### config.mk
export PLATFORM = sky130hd
export DESIGN_NAME = rf_writeback_arbiter
export DESIGN_NICKNAME = d
export VERILOG_FILES = /design/src/rtl/rf_pkg.sv /design/src/rtl/rf_starve_ctr.sv /design/src/rtl/rf_writeback_arbiter.sv
export SDC_FILE = /design/constraint.sdc
export NUM_CORES = 1
export LEC_CHECK = 0
export BUFFER_PORTS_ARGS = -buffer_cell sky130_fd_sc_hd__buf_4
export CAP_MARGIN = 20
export CORE_AREA = 2 2 91 93
export CTS_CLUSTER_SIZE = 20
export DETAILED_ROUTE_END_ITERATION = 8
export DIE_AREA = 0 0 93 95
export PLACE_DENSITY = 0.95
export SYNTH_ARGS = -nofsm -noshare
export SYNTH_HDL_FRONTEND = slang
export SYNTH_SLANG_ARGS = --single-unit
### constraint.sdc
create_clock -name clk -period 6.5 [get_ports clk]
set_input_delay 0 -clock clk [delete_from_list [all_inputs] [get_ports clk]]
set_output_delay 0 -clock clk [all_outputs]
set_load 0.03 [all_outputs]
### src/rtl/rf_pkg.sv
// Shared constants and types for the register-file writeback arbiter.
package rf_pkg;

  localparam int unsigned DW = 16;
  localparam int unsigned AW = 4;
  localparam logic [AW-1:0] HI_REG = AW'(15);

  typedef struct packed {
    logic          valid;
    logic [AW-1:0] rd;
    logic [DW-1:0] data;
  } wb_req_t;

  typedef enum logic [1:0] {REQ_MD, REQ_MEM, REQ_ALU} req_idx_e;

endpackage

### src/rtl/rf_starve_ctr.sv
// Saturating count of consecutive denied cycles; boost once the limit is reached.
module rf_starve_ctr #(
  parameter int unsigned LIMIT = 3
) (
  input  logic clk,
  input  logic rst,
  input  logic valid,
  input  logic ready,
  output logic boost
);

  localparam logic [2:0] Limit = 3'(LIMIT);

  logic [2:0] cnt_q, cnt_d;

  always_comb begin
    cnt_d = cnt_q;
    if (!valid || ready) begin
      cnt_d = '0;
    end else if (cnt_q != Limit) begin
      cnt_d = cnt_q + 3'd1;
    end
  end

  always_ff @(posedge clk or negedge rst) begin
    if (!rst) begin
      cnt_q <= '0;
    end else begin
      cnt_q <= cnt_d;
    end
  end

  assign boost = (cnt_q == Limit);

endmodule

### src/rtl/rf_writeback_arbiter.sv
// Arbitrates ALU, load and mul/div writebacks onto the two register-file write ports,
// registering the chosen writes for one cycle.
module rf_writeback_arbiter
  import rf_pkg::*;
#(
  parameter int unsigned STARVE_LIMIT = 3
) (
  input  logic          clk,
  input  logic          rst,
  input  logic          alu_valid,
  input  logic [AW-1:0] alu_rd,
  input  logic [DW-1:0] alu_data,
  output logic          alu_ready,
  input  logic          mem_valid,
  input  logic [AW-1:0] mem_rd,
  input  logic [DW-1:0] mem_data,
  output logic          mem_ready,
  input  logic          md_valid,
  input  logic [AW-1:0] md_rd,
  input  logic [DW-1:0] md_lo,
  input  logic [DW-1:0] md_hi,
  output logic          md_ready,
  output logic [AW-1:0] wr_reg1,
  output logic [DW-1:0] wr_data1,
  output logic [AW-1:0] wr_reg2,
  output logic [DW-1:0] wr_data2,
  output logic          reg_write,
  output logic          write_op2,
  output logic          alu_boost,
  output logic          mem_boost
);

  wb_req_t alu_req, mem_req, md_req;

  assign alu_req = {alu_valid, alu_rd, alu_data};
  assign mem_req = {mem_valid, mem_rd, mem_data};
  assign md_req  = {md_valid, md_rd, md_lo};

  req_idx_e order [3];

  always_comb begin
    case ({mem_boost, alu_boost})
      2'b10:   order = '{REQ_MEM, REQ_MD, REQ_ALU};
      2'b01:   order = '{REQ_ALU, REQ_MD, REQ_MEM};
      2'b11:   order = '{REQ_MEM, REQ_ALU, REQ_MD};
      default: order = '{REQ_MD, REQ_MEM, REQ_ALU};
    endcase
  end

  logic          p1_used, p2_used;
  logic [AW-1:0] p1_rd;
  logic          md_gnt, mem_gnt, alu_gnt, mem_p2, alu_p2;

  // Ports fill in order, so port 2 is free exactly when a slot remains. Once md holds the
  // ports nothing else fits, so the only possible clash is with the single on port 1.
  always_comb begin
    p1_used = 1'b0;
    p2_used = 1'b0;
    p1_rd   = '0;
    md_gnt  = 1'b0;
    mem_gnt = 1'b0;
    alu_gnt = 1'b0;
    mem_p2  = 1'b0;
    alu_p2  = 1'b0;
    for (int i = 0; i < 3; i++) begin
      case (order[i])
        REQ_MD: begin
          if (md_req.valid && !p1_used && !p2_used) begin
            md_gnt  = 1'b1;
            p1_used = 1'b1;
            p2_used = 1'b1;
          end
        end
        REQ_MEM: begin
          if (mem_req.valid && !p2_used && !(p1_used && mem_req.rd == p1_rd)) begin
            mem_gnt = 1'b1;
            if (p1_used) begin
              mem_p2  = 1'b1;
              p2_used = 1'b1;
            end else begin
              p1_used = 1'b1;
              p1_rd   = mem_req.rd;
            end
          end
        end
        REQ_ALU: begin
          if (alu_req.valid && !p2_used && !(p1_used && alu_req.rd == p1_rd)) begin
            alu_gnt = 1'b1;
            if (p1_used) begin
              alu_p2  = 1'b1;
              p2_used = 1'b1;
            end else begin
              p1_used = 1'b1;
              p1_rd   = alu_req.rd;
            end
          end
        end
        default: ;
      endcase
    end
  end

  assign md_ready  = md_gnt & rst;
  assign mem_ready = mem_gnt & rst;
  assign alu_ready = alu_gnt & rst;

  rf_starve_ctr #(
    .LIMIT (STARVE_LIMIT)
  ) u_alu_ctr (
    .clk   (clk),
    .rst   (rst),
    .valid (alu_valid),
    .ready (alu_ready),
    .boost (alu_boost)
  );

  rf_starve_ctr #(
    .LIMIT (STARVE_LIMIT)
  ) u_mem_ctr (
    .clk   (clk),
    .rst   (rst),
    .valid (mem_valid),
    .ready (mem_ready),
    .boost (mem_boost)
  );

  logic [AW-1:0] wr_reg1_q, wr_reg1_d, wr_reg2_q, wr_reg2_d;
  logic [DW-1:0] wr_data1_q, wr_data1_d, wr_data2_q, wr_data2_d;
  logic          reg_write_q, reg_write_d, write_op2_q, write_op2_d;

  always_comb begin
    wr_reg1_d   = wr_reg1_q;
    wr_data1_d  = wr_data1_q;
    wr_reg2_d   = wr_reg2_q;
    wr_data2_d  = wr_data2_q;
    reg_write_d = 1'b0;
    write_op2_d = 1'b0;
    if (md_ready) begin
      wr_reg1_d   = md_req.rd;
      wr_data1_d  = md_req.data;
      reg_write_d = (md_req.rd != HI_REG);  // high word wins when both target HI_REG
      wr_reg2_d   = HI_REG;
      wr_data2_d  = md_hi;
      write_op2_d = 1'b1;
    end else begin
      if (mem_ready) begin
        if (mem_p2) begin
          wr_reg2_d   = mem_req.rd;
          wr_data2_d  = mem_req.data;
          write_op2_d = 1'b1;
        end else begin
          wr_reg1_d   = mem_req.rd;
          wr_data1_d  = mem_req.data;
          reg_write_d = 1'b1;
        end
      end
      if (alu_ready) begin
        if (alu_p2) begin
          wr_reg2_d   = alu_req.rd;
          wr_data2_d  = alu_req.data;
          write_op2_d = 1'b1;
        end else begin
          wr_reg1_d   = alu_req.rd;
          wr_data1_d  = alu_req.data;
          reg_write_d = 1'b1;
        end
      end
    end
  end

  always_ff @(posedge clk or negedge rst) begin
    if (!rst) begin
      wr_reg1_q   <= '0;
      wr_data1_q  <= '0;
      wr_reg2_q   <= '0;
      wr_data2_q  <= '0;
      reg_write_q <= 1'b0;
      write_op2_q <= 1'b0;
    end else begin
      wr_reg1_q   <= wr_reg1_d;
      wr_data1_q  <= wr_data1_d;
      wr_reg2_q   <= wr_reg2_d;
      wr_data2_q  <= wr_data2_d;
      reg_write_q <= reg_write_d;
      write_op2_q <= write_op2_d;
    end
  end

  assign wr_reg1   = wr_reg1_q;
  assign wr_data1  = wr_data1_q;
  assign wr_reg2   = wr_reg2_q;
  assign wr_data2  = wr_data2_q;
  assign reg_write = reg_write_q;
  assign write_op2 = write_op2_q;

endmodule

==> results list <==
- After legalization and detailed placement, the total HPWL measured 10,480 um.
- DR vias: 5,219
- Core box area: 0.007928 mm2
- Area taken by flip-flops and latches: 0.001201 mm2
- Minimum clock period after layout: 5.014 ns
- dfrtp_1 takes more of the synthesized area than any other cell.
- Type of destination of the critical path: flop
* Setup_tns: 0 ns
- DRC violations left: 0
* WHS Path Cells: 3
- The number of antenna violations at the first check in global routing was 0.
- The worst path uses 77.14% of the clock period.
- Post-synthesis cell count: 542
- Total area of multi-input combinational cells: 0.002933 mm2
- Maximum fanout encountered on the critical timing path: 38
* Worst vdd rail ir drop: 0.2126 mV
* Cell area after layout: 0.005662 mm2
- Most frequently used flop master after synthesis: dfrtp_1
- The tool flagged a number of max-cap violations equal to 0.
- Relative to the synthesized area, the layout overhead comes to 27.75%.
* Sequential fraction of the synthesis area: 27.10%
- Ratio of cells with drive above 1 in the final layout: 27.37%
- The congestion estimate from routability-driven global placement came to 0.9754.
* Die area: 0.008835 mm2
- The tree is rooted in a clkbuf_8.
* CTS-repair resized insts: 0
- Total routing usage reported by global routing: 36.33%
- EDFF count, synth: 0
- Net total in the final layout: 746
- Using the TritonRoute via totals, the vias-per-cell ratio works out to 6.876.
- Outcome: completed
* Number of H-tree branching levels: 2
* Wire length per cell after detailed routing: 21.56 um
- Worst-case clock buffer depth: 2
- In this run the horizontal extent of the chip is 93 um.
- The clock arrives with 0.01028 ns of skew.
- Power Internal: 0.8860 mW
- Global-route wire length before repair: 25,160 um
- Via count of the first global-routing pass: 5,061
- Synth Net Count: 635
* Leading post-synthesis cells by cell area: dfrtp_1, nand2_1, a21oi_1, mux2i_1, a211oi_2
- Critical setup path kind: flop to flop
- Setup crit start kind: flop
- Headroom to the max-slew limit came out at 38.09%.
- The count of final hold-check violations came to 0.
- After detailed placement, the total cell area comes to 0.005324 mm2.
- The share of total power dissipated in combinational logic is 58.2%.
- After clock tree synthesis, the flow added hold-fix buffers numbering 23.
- Fillcell total: 558
* Pin count of the biggest net entering global routing: 77
- Diodes inserted: 0
- Sorting the synthesized cells by how often they occur yields nand2_1, a21oi_1, dfrtp_1.
- The clock network burns 13.0% of the power.
- The count of buffers added on input and output ports is 127.
- In this run the vertical extent of the chip is 95 um.
- Pin slew with the least headroom to its limit: 0.9276 ns
- During I/O placement, the number of pins put on the boundary was 128.
* Worst-Skew Late Latency: 0.31 ns
* Starting Density: 55.90%
* Total wire length after detailed routing: 16,360 um
- Counting distinct cell types in the post-synthesis netlist gives 75.
- For the worst setup path, the data arrival time is 5.20 ns.
- For this design the ratio of total power to cell area is 298.8 mW/mm2.
* Summed instance area of the synthesized netlist: 0.004432 mm2
* Data required time of the worst path: 6.69 ns
* Leakage Power: 2.402 nW
* Unrepaired setup endpoints after global routing: no
- Counting flops with an async set or reset pin after synthesis yields a share of 100.0%.
- The max-slew violation count is 0.
* Setup-failing EPs final: 0
* Total global routing overflow: 0
* Clock sink total: 48
- Violation count after the first detailed-route iteration: 560
- Yosys warning total: 0
* Clock slew at reported path FFs: 0.10 ns
- NetSw: 0.8056 mW
* Cell with the most instances after synthesis: nand2_1
- TritonCTS built the clock tree.
- The floorplan has 33 rows.
- After synthesis the netlist holds a flip-flop and latch count of 48.
- The average instance in the mapped netlist occupies 8.177 um2.
* Type of the most critical hold path: primary input to flop
- Relative contribution of sequential cells to total power: 28.8%
* Area share of the leading cell type in the synthesized netlist: 27.10%
- Sw frac: 47.62%
- After clock tree synthesis, the setup repair step added 0 buffers.
* Upper clock frequency limit: 0.1994 GHz
* First-pass iteration count of the detailed router: 6
- The count of nets left with antenna violations once routing finished came out at 0.
* Clock buffers created by TritonCTS: 5
- FF-to-FF path depth: 15
## cells by family (layout without fill, tap and decap cells)
kind of cell | Yosys count | count (layout) | share of synthesized area (%)
mux | 24 | 24 | 5.533
simple gates | 194 | 194 | 22.59
flops | 48 | 48 | 27.10
compound gates | 195 | 195 | 33.82
buf+inv | 67 | 179 | 7.171
fa+ha+maj | 12 | 12 | 3.388
xor+xnor | 2 | 2 | 0.3953
## layer usage
metal	global-route usage (%)	part of all wire, %	up-vias
met5	0	0	-
met4	17.52	4.9	0
met3	6.225	9.8	90
met2	62.50	49	418
met1	44.28	36	2424
li1	-	-	2287
## flip-flops by register name, indices dropped and copies added (netlist names)
name and flops:
u_mem_ctr.cnt_q 3, wr_data1 16, wr_reg1 4, reg_write 1, wr_reg2 4, wr_data2 16
write_op2 1, u_alu_ctr.cnt_q 3
## layout make-up
type                            count  area share, %
Multi-Input combinational cell    427          51.80
Timing Repair Buffer              157          21.83
Sequential cell                    48          21.22
Tap cell                          105          2.320
Clock buffer                        6          1.282
Inverter                           14         0.9282
Clock inverter                      2         0.6188
## metrics by stage
stage	setup WS [ns]	utilization (%)	instances	power (mW)	hold WS, ns
finish	1.486	71.42	759	1.692	0.001677
floorplan	2.609	-	542	1.100	-0.2956
global route	1.141	71.42	759	1.755	0.01484
CTS	1.659	71.42	759	1.652	0.0005225
global placement	1.814	67.16	728	1.393	0.1378
detailed placement	1.685	67.16	728	1.424	0.1440
## layout by cell type (no fill, tap or decap), types with 3 or more instances in the layout
| master | synthesis | layout |
|---|---|---|
| buf_4 | 5 | 134 |
| nor3_1 | 26 | 25 |
| mux2i_1 | 23 | 23 |
| o2111ai_1 | 3 | 3 |
| nand2b_1 | 20 | 20 |
| dfrtp_1 | 48 | 48 |
| ha_1 | 12 | 12 |
| a211oi_1 | 8 | 8 |
| and3_1 | 4 | 4 |
| o31ai_1 | 3 | 3 |
| nor3b_1 | 3 | 3 |
| nand2_1 | 66 | 66 |
| a31oi_1 | 6 | 6 |
| o22ai_1 | 16 | 16 |
| a311oi_1 | 18 | 18 |
| nor2_1 | 35 | 35 |
| dlygate4sd3_1 | 0 | 23 |
| nand3_1 | 9 | 8 |
| nor2b_1 | 7 | 7 |
| o211ai_1 | 8 | 8 |
| a211oi_2 | 16 | 16 |
| clkbuf_8 | 0 | 5 |
| o21ai_0 | 17 | 17 |
| inv_1 | 11 | 11 |
| o21a_1 | 4 | 3 |
| o221ai_1 | 18 | 18 |
| nand4_1 | 4 | 4 |
| a21oi_1 | 49 | 49 |
## path summary, 6_finish.rpt
kind / slack, ns / end / from
setup reg to reg: 1.49 / wr_data1[7]$_DFF_PN0_ / u_mem_ctr.cnt_q[0]$_DFFE_PN0P_
min in group asynchronous: 0.35 / wr_data1[7]$_DFF_PN0_ / rst
max in group asynchronous: 5.59 / write_op2$_DFF_PN0_ / rst
hold reg to reg: 0.52 / u_mem_ctr.cnt_q[2]$_DFFE_PN0P_ / u_mem_ctr.cnt_q[2]$_DFFE_PN0P_
setup / recovery: 1.49 / wr_data1[7]$_DFF_PN0_ / u_mem_ctr.cnt_q[0]$_DFFE_PN0P_
hold / removal: 0.002 / wr_reg1[3]$_DFF_PN0_ / md_rd[3]
## critical path, cell delays in order, from the launching register on
cell	delay (ns)
dfrtp_1	0.38
ha_1	0.16
ha_1	0.35
inv_1	0.16
ha_1	0.27
nand2b_1	0.47
or3_4	0.57
o311ai_4	0.28
o41ai_4	0.16
a31oi_1	0.19
o21a_2	0.40
buf_4	0.44
clkinv_1	0.35
nor3_2	0.31
buf_4	0.27
a211oi_1	0.12
## power groups by stage
stage / logic (mW) / registers (mW) / clock network, mW
after global routing: 1.03 / 0.497 / 0.227
after detailed placement: 0.940 / 0.484 / 0
after floorplan: 0.445 / 0.655 / 0
after global placement: 0.913 / 0.480 / 0
after CTS: 0.954 / 0.480 / 0.218
final: 0.984 / 0.488 / 0.220
(Power assumes the default switching activity.)
